==> src/rtl/pc_sequencer.sv <==
// Fetch-stage PC sequencer: picks the next PC, issues instruction fetches and
// owns the IF/ID register, holding a redirect until any outstanding fetch drains.
module pc_sequencer #(
  parameter logic [31:0] RESET_VECTOR = 32'h0000_0000
) (
  input  logic        clk,
  input  logic        rst,
  input  logic [31:0] pc_out,
  output logic [31:0] pc_in,
  input  logic        stall,
  input  logic        branch_taken,
  input  logic [31:0] branch_target,
  input  logic        jump,
  input  logic [31:0] jump_target,
  output logic        imem_req,
  output logic [31:0] imem_addr,
  input  logic        imem_ready,
  input  logic [31:0] imem_rdata,
  output logic [31:0] if_id_instr,
  output logic [31:0] if_id_pc4,
  output logic        if_id_valid
);

  typedef enum logic [1:0] {BOOT, FETCH, DRAIN} state_e;

  state_e      state_q, state_d;
  logic [31:0] pend_q, pend_d;
  logic [31:0] instr_q, instr_d;
  logic [31:0] pc4_q, pc4_d;
  logic        valid_q, valid_d;

  logic        redirect, accept;
  logic [31:0] target, pc_plus4;

  assign redirect = jump | branch_taken;
  assign target   = jump ? jump_target : branch_target;
  assign pc_plus4 = pc_out + 32'd4;
  assign accept   = imem_req & imem_ready & ~stall;

  always_ff @(posedge clk) begin
    if (rst) begin
      state_q <= BOOT;
      pend_q  <= '0;
      instr_q <= '0;
      pc4_q   <= '0;
      valid_q <= 1'b0;
    end else begin
      state_q <= state_d;
      pend_q  <= pend_d;
      instr_q <= instr_d;
      pc4_q   <= pc4_d;
      valid_q <= valid_d;
    end
  end

  always_comb begin
    state_d  = state_q;
    pend_d   = pend_q;
    instr_d  = instr_q;
    pc4_d    = pc4_q;
    valid_d  = valid_q;
    pc_in    = pc_out;
    imem_req = 1'b0;
    if (rst) begin
      pc_in = RESET_VECTOR;
    end else begin
      unique case (state_q)
        BOOT: begin
          pc_in   = RESET_VECTOR;
          state_d = FETCH;
        end
        FETCH: begin
          imem_req = 1'b1;
          if (redirect) begin
            // A redirect flushes IF/ID even under stall; the in-flight word is dropped.
            valid_d = 1'b0;
            if (accept) begin
              pc_in = target;
            end else begin
              pend_d  = target;
              state_d = DRAIN;
            end
          end else if (accept) begin
            instr_d = imem_rdata;
            pc4_d   = pc_plus4;
            valid_d = 1'b1;
            pc_in   = pc_plus4;
          end else if (!stall) begin
            valid_d = 1'b0;
          end
        end
        DRAIN: begin
          // Keep requesting the old address until its response is consumed.
          imem_req = 1'b1;
          if (redirect) begin
            pend_d  = target;
            valid_d = 1'b0;
          end
          if (accept) begin
            pc_in   = redirect ? target : pend_q;
            valid_d = 1'b0;
            state_d = FETCH;
          end
        end
        default: state_d = BOOT;
      endcase
    end
  end

  assign imem_addr   = pc_out;
  assign if_id_instr = instr_q;
  assign if_id_pc4   = pc4_q;
  assign if_id_valid = valid_q;

endmodule

==> config.mk <==
export PLATFORM = sky130hd
export DESIGN_NAME = pc_sequencer
export DESIGN_NICKNAME = d
export VERILOG_FILES = /design/src/rtl/pc_sequencer.sv
export SDC_FILE = /design/constraint.sdc
export NUM_CORES = 1
export LEC_CHECK = 0
export BUFFER_PORTS_ARGS = -buffer_cell sky130_fd_sc_hd__buf_2
export CAP_MARGIN = 20
export CORE_ASPECT_RATIO = 0.9
export CORE_UTILIZATION = 54
export DETAILED_ROUTE_END_ITERATION = 12
export PLACE_DENSITY = 0.86
export REMOVE_ABC_BUFFERS = 1
export SLEW_MARGIN = 20
export SYNTH_ARGS = -nofsm -noshare
export SYNTH_HDL_FRONTEND = slang
export SYNTH_SLANG_ARGS = --single-unit
==> constraint.sdc <==
create_clock -name clk -period 8.7 [get_ports clk]
set_input_delay 2.61 -clock clk [delete_from_list [all_inputs] [get_ports clk]]
set_output_delay 2.61 -clock clk [all_outputs]
set_load 0.1 [all_outputs]
======== Yosys cells after proc, flatten, opt, wreduce, memory -nomap -nowiden ========
Cells that the tools add are included.
word-level totals
  bits in registers ....................... 99
  input port bits ......................... 134
  word-level logic and storage cells ...... 48
operators by class
  add/subtract/negate cells ............... 1
  equality and inequality tests ........... 7
  muxes and demuxes ....................... 23
  bitwise operators ....................... 5
  reductions and logical operators ........ 7
operators with widths
  operator                                             count
  2-to-1 mux 32 bit                                    9
  one-hot mux 32 bit (3 select lines)                  1
  one-hot mux 32 bit (2 select lines)                  1
  adder 32 x 3 -> 32 bit, second input constant        1
  AND reduction 3 bit                                  4
  2-to-1 mux 1 bit                                     7
  2-to-1 mux 2 bit                                     3
  != test 2 bit, second input constant                 3
  one-hot mux 2 bit (3 select lines)                   1
  != test 4 bit, second input constant                 1
  != test 3 bit, second input constant                 1
  AND 1 bit                                            2
  equality test 2 x 1 -> 1 bit, second input constant  1
  equality test 2 bit, second input constant           1
  zero test 2 bit                                      1
  NOT 1 bit                                            2
  one-hot mux 1 bit (2 select lines)                   1
  nonzero test 2 bit                                   1
  OR reduction 2 bit                                   1
  OR 1 bit                                             1

======== Depth between registers and ports, before layout ========
Gate-level depths: netlist (run 1).
  depth in word-level cells ............... 10
  gate-level depth with buffers ........... 9

======== Worst setup path before layout (run 1) ========
OpenSTA, ideal clock, no wires.
  path type ............................... input to output
  from .................................... input port jump
  to ...................................... output port pc_in[24]
  arrival ................................. 8468 ps
  path slack .............................. -2378 ps
  stages .................................. 7
  buffers on the path ..................... 3
  path through ............................ clkbuf_1 > buf_1 > buf_1 > o21ai_0 > a21oi_1 > nor3_1 > a2111oi_0
on the way
  longest elaborated chain between the ends .. 5
  elaborated cells on any way between the ends .. 8
  those cells by class .................... 7 x mux; 1 x bitwise
ends and longest elaborated chain
  what                                           RTL line  RTL
  start: declaration                             13        input logic jump,
  2-to-1 mux 32 bit or OR 1 bit (tied branches)  36, 35
  2-to-1 mux 32 bit (on tied branches)           n/a
  2-to-1 mux 32 bit (on tied branches)           99, 74
  one-hot mux 32 bit (3 select lines) (*)        67        unique case (state_q)
  2-to-1 mux 32 bit (*)                          64        if (rst) begin
  end: declaration                               9         output logic [31:0] pc_in,
Mark *: on every way between the ends. The rest lies on a longest branch, timed or not.

======== Worst setup path after layout (run 1) ========
  from .................................... input port pc_out[2]
  to ...................................... output port pc_in[14]
on the way
  longest elaborated chain between the ends .. 5
ends and longest elaborated chain
  what                                 RTL line  RTL
  start: declaration                   8         input logic [31:0] pc_out,
  adder 32 x 3 -> 32 bit               37        assign pc_plus4 = pc_out + 32'd4;
  2-to-1 mux 32 bit                    83        end else if (accept) begin
  2-to-1 mux 32 bit                    74        if (redirect) begin
  one-hot mux 32 bit (3 select lines)  67
  2-to-1 mux 32 bit                    64
Every way passes these cells.

==> flow_metrics.tcl, run 1 <==
set metrics [dict create \
    synth.area.top_cells "dfxtp_1 (30%), mux2i_1 (7.5%), nand2_1 (7.4%), a211oi_1 (6.0%), nor2_1 (5.8%)" \
    p_leak_nw 3.54 \
    die-width_um 119 \
    track_usage 0.333 \
    required_ps 6090 \
    die-area_sq_um 12800 \
    worstMarginPinSlew_ps 1120 \
    irDropWorstVdd_v 0.000153 \
    num-nets-final 1223 \
    synth_common_cells "nand2_1 (132), nor2_1 (103), dfxtp_1 (99), a21oi_1 (70), clkbuf_1 (56)" \
    synth_most_common_cell "nand2_1" \
    cts_setup_buffers 0 \
    dpl.hpwl_mm 15.3 \
    postSynthCellCount 897 \
    synth.top_cell.area_share 0.297 \
    synth_edf_count 0 \
    syn_area_sq_um 6670 \
    synthFlopType "dfxtp_1" \
    swShare 0.447 \
    status "complete, no violations" \
    p_clk_frac 0.253 \
    synthDistinctLibCells 70 \
    stdcell_area_sq_um 8300 \
    portBuffers 263 \
    grt_pass1_vias 6630 \
    p_switching_mw 0.766 \
    place_area_sq_um 7990 \
    drive_gt1_frac 0.300 \
    antenna_found_initial 0 \
    clockRootBuffer "clkbuf_16" \
    cts_tree "built" \
    drv_slew 0 \
    syn_area_per_cell_sq_um 7.43 \
    whs_endpoint "if_id_instr[4]" \
    synth_seq_cells 99 \
    yosysWarnings 0 \
    reg2reg_slack_ps 5670 \
    cts_buffer_depth 2 \
    insertion_delay_ps 360 \
    cp.arrival_ps 5180 \
    start_kind "input pin" \
    reg2reg_from "state_q[0]" \
    fmax_ghz 0.128 \
    finalHoldViolations 0 \
    num_antenna_cells 0 \
    ys_async_sr_fraction 0 \
    vias 7511 \
    ff2ff_path_depth 9 \
    combPwrFrac 0.446 \
    grt_max_degree 97 \
    ioPinCount 264 \
    die_h_um 107 \
    place_congestion 0.923 \
    initial_utilization 0.554 \
    power_density_nw_per_um2 206 \
    synth_top_cell_by_area "dfxtp_1" \
    numClockSinks 99 \
    cts_max_level 3 \
    hold_buffers 0 \
    drtIter0Drc 729 \
    core-area_sq_um 12000 \
    drtPass1Iterations 6 \
    setup.worst_path.class "input pin to primary output" \
    r2r-end "pend_q[25]" \
    clk_pin_slew_ps 70 \
    num_rows 38 \
    internal-power_mw 0.946 \
    gr-total-overflow 0 \
    min_period_ps 7790 \
    drt-vias-per-instance 6.01 \
    finalClockSkew_ps 7.36 \
    finalSetupViolCount 0 \
    ys_seq_area_frac 0.297 \
    utilization 0.690 \
    end_kind "primary output" \
    cts_made_buffers 9 \
    max_slew_margin 0.245 \
    setup_tns_ps 0 \
    holdPathStages 2 \
    rsz0062_at_grt "no" \
    wirelength_mm 21.7 \
    final_antenna_net_count 0 \
    seq_power_share 0.301 \
    hold_path_class "flip-flop to flip-flop" \
    grt_pass1_wl_mm 33.7 \
    worstPathMaxFanout 8 \
    worst_hold_slack_ps 453 \
    min-delay-start "if_id_instr[4]" \
    ctsResizeCount 0 \
    maxCapViolations 0 \
    syn_to_final_growth_pct 24.5 \
    remaining_drc_errors 0 \
    routedWlPerCell_um 17.4 \
    post-route-period-util 0.895 \
]
[how the worst max path moves through the flow]
stage / to / cells past startpoint / startpoint
floorplan: pc_in[8] / 4 / stall
global placement: pc_in[23] / 7 / pc_out[6]
detailed placement: pc_in[23] / 7 / pc_out[6]
CTS: pc_in[14] / 8 / pc_out[2]
global route: pc_in[14] / 8 / pc_out[2]
finish: pc_in[14] / 8 / pc_out[2]
[flip-flops by register name, indices dropped and copies added, names as in the netlist]
register	cells
if_id_instr	32
if_id_pc4	32
pend_q	32
state_q	2
if_id_valid	1
[power groups by stage]
stage                     logic, mW  registers (mW)  clock network, mW
final                         0.764           0.514              0.433
after global routing          0.805           0.519              0.458
after CTS                     0.755           0.513              0.436
after detailed placement      0.750           0.523                  0
after global placement        0.739           0.522                  0
after floorplan               0.457           0.535                  0
[cells by family after synthesis]
group | count (synthesis) | share of synthesized area
compound gates | 262 | 0.258
buf+inv | 126 | 0.0974
fa+ha+maj | 5 | 0.00938
flops | 99 | 0.297
mux | 55 | 0.0835
simple gates | 328 | 0.226
xor+xnor | 22 | 0.0289
[area by class of cell]
| type | instances | area, sq um |
|---|---|---|
| Multi-Input combinational cell | 672 | 4070 |
| Sequential cell | 99 | 1980 |
| Timing Repair Buffer | 285 | 1670 |
| Fill cell | 1011 | 3730 |
| Tap cell | 160 | 200 |
| Clock inverter | 7 | 86.3 |
| Clock buffer | 9 | 225 |
| Inverter | 17 | 63.8 |
[critical path: stages]
cell      delay [ps]
buf_2            160
ha_1             220
nand3_1          290
or4_2            750
a21oi_1          160
o21ai_0          110
a211oi_1         620
buf_12           260
[per-layer routing]
| metal | wire [um] | vias to the layer above | track usage |
|---|---|---|---|
| met3 | 2320 | 62 | 0.0805 |
| met2 | 9840 | 466 | 0.536 |
| li1 | - | 3548 | - |
| met4 | 530 | 0 | 0.118 |
| met5 | 0 | - | 0 |
| met1 | 9070 | 3435 | 0.433 |
[layout by cell type, fill, tap and decap left out, types with 6 or more instances in the layout]
cell | netlist | routed
buf_2 | 11 | 250
nand2_1 | 132 | 132
nor2_1 | 103 | 102
dfxtp_1 | 99 | 99
a21oi_1 | 70 | 70
o21ai_0 | 53 | 53
a211oi_1 | 53 | 53
mux2i_1 | 50 | 50
buf_4 | 34 | 22
nor3_1 | 20 | 19
inv_1 | 16 | 16
nand3_1 | 17 | 16
xnor2_1 | 12 | 12
buf_12 | 0 | 12
a31oi_1 | 10 | 10
xor2_1 | 10 | 10
a21boi_0 | 9 | 9
nand2b_1 | 9 | 9
clkbuf_16 | 0 | 9
nor4_1 | 8 | 8
o211ai_1 | 8 | 8
a311oi_1 | 8 | 8
o31ai_1 | 7 | 7
nand4_1 | 6 | 6
a21o_1 | 6 | 6
[through the flow]
step	power [mW]	worst slack, ps	cells
after floorplan	0.992	-4400	788
after global placement	1.26	1090	1232
after detailed placement	1.27	1070	1233
after CTS	1.70	1060	1249
after global routing	1.78	903	1249
final	1.71	913	1249
(Power assumes the default switching activity.)
==> run 2: changes to the inputs <==
- PLACE_DENSITY: 0.86 -> 0.95
==> run 2 against run 1 <==
  * Die area unchanged
  * Global-route usage rose by 1.3 points
  * Clock skew up 4.6 ps
  * Via count is 1.9% higher
  * First-iteration DRC count up 20%
  * Setup slack improved by 3.8 ps
  * Critical path depth unchanged
  * Cell area shrank 1.4%
  * Count of clock-buffer cells in the layout unchanged
  * Combinational power decreased by 2%
  * Critical endpoint unchanged
  * Largest cell class unchanged
==> flow_metrics.tcl, run 2 (synthesis results as in run 1) <==
set metrics [dict create \
    status "complete, no violations" \
    power_density_nw_per_um2 202 \
    wirelength_mm 22.4 \
    maxCapViolations 0 \
    cts_tree "built" \
    required_ps 6090 \
    cp_slowest_stage_delay_ps 750 \
    ctsResizeCount 0 \
    fmax_ghz 0.128 \
    numClockSinks 99 \
    reg2reg_from "state_q[0]" \
    die-width_um 119 \
    setup.worst_path.class "input pin to primary output" \
    grt_max_degree 82 \
    die-area_sq_um 12800 \
    routedWlPerCell_um 18.0 \
    drtPass1Iterations 7 \
    clk_pin_slew_ps 70 \
    p_leak_nw 3.50 \
    clockRootBuffer "clkbuf_16" \
    num-nets-final 1220 \
    cts_buffer_depth 2 \
    dpl.hpwl_mm 15.8 \
    combPwrFrac 0.453 \
    ff2ff_path_depth 8 \
    seq_power_share 0.312 \
    hold_path_class "flip-flop to flip-flop" \
    swShare 0.457 \
    final_antenna_net_count 0 \
    r2r-end "pend_q[27]" \
    remaining_drc_errors 0 \
    drt-vias-per-instance 6.14 \
    whs_endpoint "if_id_instr[3]" \
    layout_commonest_cell "buf_2" \
    num_rows 38 \
    cp.arrival_ps 5170 \
    hold_buffers 0 \
    portBuffers 263 \
    setup_tns_ps 0 \
    crit_cells 8 \
    p_clk_frac 0.235 \
    cts_setup_buffers 0 \
    drtIter0Drc 874 \
    place_area_sq_um 7890 \
    stdcell_area_sq_um 8180 \
    worstPathMaxFanout 8 \
    end_kind "primary output" \
    power_mw 1.66 \
    post-route-period-util 0.895 \
    track_usage 0.346 \
    finalClockSkew_ps 12.0 \
    antenna_found_initial 1 \
    finalSetupViolCount 0 \
    regArea_sq_um 1980 \
    path_cells "buf_2 -> ha_1 -> nand3_1 -> or4_2 -> a21oi_1 -> o21ai_0 -> a211oi_1 -> buf_2" \
    syn_to_final_growth_pct 22.7 \
    slowest_stage "or4_2" \
    critPathTopFamily "simple AND/OR/NAND/NOR gates" \
    min-delay-start "if_id_instr[3]" \
    insertion_delay_ps 360 \
    path_common_cell "buf_2" \
    start_kind "input pin" \
    p_switching_mw 0.756 \
    vias 7651 \
    drive_gt1_frac 0.297 \
    rsz0062_at_grt "no" \
    cts_max_level 3 \
    final_cells 1247 \
    min_period_ps 7780 \
    critPathBufInv 2 \
    dp_cells 1230 \
    internal-power_mw 0.899 \
    multi_input_area_sq_um 4070 \
    layout.cells.most_common_list "buf_2 (255), nand2_1 (132), nor2_1 (103)" \
    finalHoldViolations 0 \
    ioPinCount 264 \
    place_congestion 0.928 \
    cts_made_buffers 9 \
    core-area_sq_um 12000 \
    irDropWorstVdd_v 0.000205 \
    reg2reg_slack_ps 5060 \
    gr-total-overflow 0 \
    worstMarginPinSlew_ps 1100 \
    max_slew_margin 0.267 \
    initial_utilization 0.554 \
    nFillCells 1002 \
    grt_pass1_wl_mm 35.0 \
    drv_slew 0 \
    grt_pass1_vias 7112 \
    die_h_um 107 \
    holdPathStages 2 \
]
## run 2: cell types whose count changed in the layout (fill, tap and decap cells not counted), moves of 2 or more
cell / change
buf_4: -3
buf_2: +5
buf_12: -4
inv_6: -2
## run 2: final cells by class
| cell class | count | area share |
|---|---|---|
| sequential | 99 | 0.242 |
| inverter | 17 | 0.00780 |
| clock inverter | 7 | 0.00734 |
| clock buffer | 9 | 0.0275 |
| timing repair buffer | 282 | 0.193 |
| antenna | 1 | 0.000306 |
| multi-input combinational | 672 | 0.497 |
| tap | 160 | 0.0245 |
## run 2: worst reg2reg max path, cell delays in order (launching register included)
cell	delay, ps
dfxtp_1	350
inv_1	110
ha_1	860
buf_4	390
nor2_1	100
a211oi_4	870
buf_4	520
mux2i_1	250
nor2_1	60
## run 2: metrics by stage
| stage | util | hold slack, ps | setup slack (ps) |
|---|---|---|---|
| 6_report | 0.680 | 453 | 917 |
| 5_1_grt | 0.680 | 466 | 816 |
| 4_1_cts | 0.680 | 454 | 994 |
| 3_5_place_dp | 0.656 | 445 | 1020 |
| 3_3_place_gp | 0.656 | 440 | 1070 |
| 2_1_floorplan | - | 460 | -4400 |
## run 2: routing by layer
metal	GRT usage	wire [um]
met4	0.203	1000
met1	0.414	8620
met2	0.555	10300
met3	0.0959	2430
met5	0	0
## run 2: worst max-delay path by stage
| stage | start | to | slack (ps) |
|---|---|---|---|
| floorplan | stall | pc_in[8] | -4400 |
| finish | pc_out[2] | pc_in[14] | 920 |
| CTS | pc_out[2] | pc_in[14] | 990 |
| global placement | pc_out[2] | pc_in[14] | 1070 |
| global route | pc_out[2] | pc_in[24] | 820 |
| detailed placement | pc_out[2] | pc_in[14] | 1020 |
## run 2: power groups by stage
stage | sequential [mW] | clock [mW] | combinational, mW
2_1_floorplan | 0.535 | 0 | 0.457
3_3_place_gp | 0.522 | 0 | 0.725
3_5_place_dp | 0.524 | 0 | 0.734
4_1_cts | 0.514 | 0.395 | 0.737
5_1_grt | 0.519 | 0.417 | 0.790
6_report | 0.516 | 0.389 | 0.751
==> run 3: changes to the inputs <==
- ABC_AREA: unset -> 1
==> run 3 against run 2 <==
  * Wire length is 2.1% lower
  * Largest power group unchanged
  * Register-to-register slack better by 410 ps
  * Critical path depth is 2 higher
  * Critical path type unchanged
  * Flip-flop and latch count stayed put
  * Cell area is 1.5% lower
  * Area after synthesis is 0.54% higher
  * Total power is 28% higher
  * Sequential power is 8.9% higher
==> flow_metrics.tcl, run 3 <==
set metrics [dict create \
    place_congestion 1.01 \
    die-width_um 119 \
    irDropWorstVdd_v 0.000170 \
    num-nets-final 1377 \
    power_density_nw_per_um2 263 \
    place_area_sq_um 7750 \
    synth_common_cells "nand2_1 (297), nor2_1 (149), dfxtp_1 (99), o21ai_0 (97), a21oi_1 (81)" \
    drtPass1Iterations 8 \
    synth_edf_count 0 \
    final_antenna_net_count 0 \
    track_usage 0.333 \
    rsz0062_at_grt "no" \
    insertion_delay_ps 350 \
    ff2ff_path_depth 10 \
    core-area_sq_um 12100 \
    status "complete, no violations" \
    synth_seq_cells 99 \
    cts_tree "built" \
    portBuffers 263 \
    setup.worst_path.class "input pin to primary output" \
    start_kind "input pin" \
    drtIter0Drc 775 \
    slowest_stage "nand2_1" \
    synth.area.top_cells "dfxtp_1 (30%), nand2_1 (17%), nor2_1 (8.3%), o21ai_0 (7.2%), a21oi_1 (6.0%)" \
    drt-vias-per-instance 5.66 \
    die_h_um 108 \
    syn_area_sq_um 6700 \
    holdPathStages 2 \
    vias 7945 \
    initial_utilization 0.555 \
    ioPinCount 264 \
    synth_most_common_cell "nand2_1" \
    synthFlopType "dfxtp_1" \
    num_rows 38 \
    fmax_ghz 0.130 \
    gr-total-overflow 0 \
    grt_pass1_vias 7109 \
    layout_commonest_cell "nand2_1" \
    reg2reg_from "state_q[0]" \
    cts_setup_buffers 0 \
    worstMarginPinSlew_ps 946 \
    syn_area_per_cell_sq_um 6.40 \
    die-area_sq_um 12900 \
    synth_top_cell_by_area "dfxtp_1" \
    maxCapViolations 0 \
    clockRootBuffer "clkbuf_16" \
    layout.cells.most_common_list "nand2_1 (297), buf_2 (263), nor2_1 (149)" \
    ctsResizeCount 0 \
    final_cells 1403 \
    post-route-period-util 0.881 \
    synth.top_cell.area_share 0.296 \
    drive_gt1_frac 0.272 \
    cts_max_level 3 \
    finalClockSkew_ps 8.77 \
    whs_endpoint "if_id_pc4[9]" \
    cp.arrival_ps 5060 \
    end_kind "primary output" \
    path_common_cell "nand2_1" \
    drv_slew 0 \
    num_antenna_cells 0 \
    routedWlPerCell_um 15.6 \
    wirelength_mm 21.9 \
    hold_buffers 0 \
    cts_made_buffers 9 \
    antenna_found_initial 0 \
    reg2reg_slack_ps 5470 \
    path_cells "buf_2 -> nor2_4 -> inv_2 -> nand2_1 -> a21oi_1 -> a211oi_1 -> nand2_1 -> nand2_1 -> a21oi_1 -> buf_2" \
    worstPathMaxFanout 22 \
    synthDistinctLibCells 39 \
    yosysWarnings 0 \
    numClockSinks 99 \
    finalHoldViolations 0 \
    postSynthCellCount 1048 \
    finalSetupViolCount 0 \
    ys_seq_area_frac 0.296 \
    remaining_drc_errors 0 \
    max_slew_margin 0.369 \
    syn_to_final_growth_pct 20.1 \
    dpl.hpwl_mm 15.9 \
    clk_pin_slew_ps 70 \
    ys_async_sr_fraction 0 \
    stdcell_area_sq_um 8050 \
    r2r-end "if_id_pc4[3]" \
    dp_cells 1387 \
    p_leak_nw 4.02 \
    min_period_ps 7670 \
    min-delay-start "if_id_pc4[9]" \
    required_ps 6090 \
    cp_slowest_stage_delay_ps 550 \
    hold_path_class "flip-flop to flip-flop" \
    grt_pass1_wl_mm 34.2 \
    cts_buffer_depth 2 \
    grt_max_degree 58 \
    setup_tns_ps 0 \
]
[run 3: metal layers]
layer  part of all wire  global-route usage  up-vias  wire length (um)
li1                   -                   -     3813                 -
met1               0.41               0.430     3540              9010
met2               0.45               0.542      538              9890
met3               0.11              0.0720       54              2510
met4              0.024               0.125        0               527
met5                  0                   0        -                 0
[run 3: how the worst max path moves through the flow]
| stage | start | endpoint | cells after the start |
|---|---|---|---|
| floorplan | rst | pc_in[7] | 5 |
| global placement | jump | pc_in[5] | 10 |
| detailed placement | jump | pc_in[6] | 9 |
| CTS | jump | pc_in[5] | 10 |
| global route | jump | pc_in[26] | 10 |
| finish | jump | pc_in[26] | 10 |
[run 3: cells by family (layout without fill, tap and decap cells)]
logic type	after synthesis	after routing	share of synthesized area
AND/OR/NAND/NOR	507	507	0.308
adder cells (fa/ha/maj)	5	5	0.00933
XOR/XNOR	7	7	0.00915
AO/OA/AOI/OAI	265	265	0.250
buffers and inverters	159	354	0.119
flip-flops	99	99	0.296
multiplexers	6	6	0.00896
[run 3: area by class of cell]
| type | count | area [sq um] |
|---|---|---|
| multi-input combinational | 790 | 3930 |
| fill | 1103 | 4020 |
| inverter | 66 | 250 |
| clock inverter | 3 | 46.3 |
| timing repair buffer | 272 | 1380 |
| sequential | 99 | 1980 |
| tap | 160 | 200 |
| clock buffer | 13 | 260 |
[run 3: critical path: cells and delay by family]
family | cells | cell delay [ps]
compound gates | 3 | 600
simple gates | 4 | 860
buf+inv | 3 | 970
[run 3: per-stage QoR]
step           hold WS [ps]  total power [mW]  setup WS, ps   util
6_report                461              2.12          1030  0.667
5_1_grt                 487              2.22           889  0.667
4_1_cts                 461              2.10          1120  0.667
3_5_place_dp            448              1.69          1130  0.641
3_3_place_gp            446              1.66          1130  0.641
2_1_floorplan           427              1.39          -642      -
[run 3: report_power, final]
group          total [mW]  switching [mW]  internal (mW)
clock network       0.417           0.177          0.240
registers           0.562          0.0378          0.524
logic                1.14           0.881          0.257
total                2.12            1.10           1.02
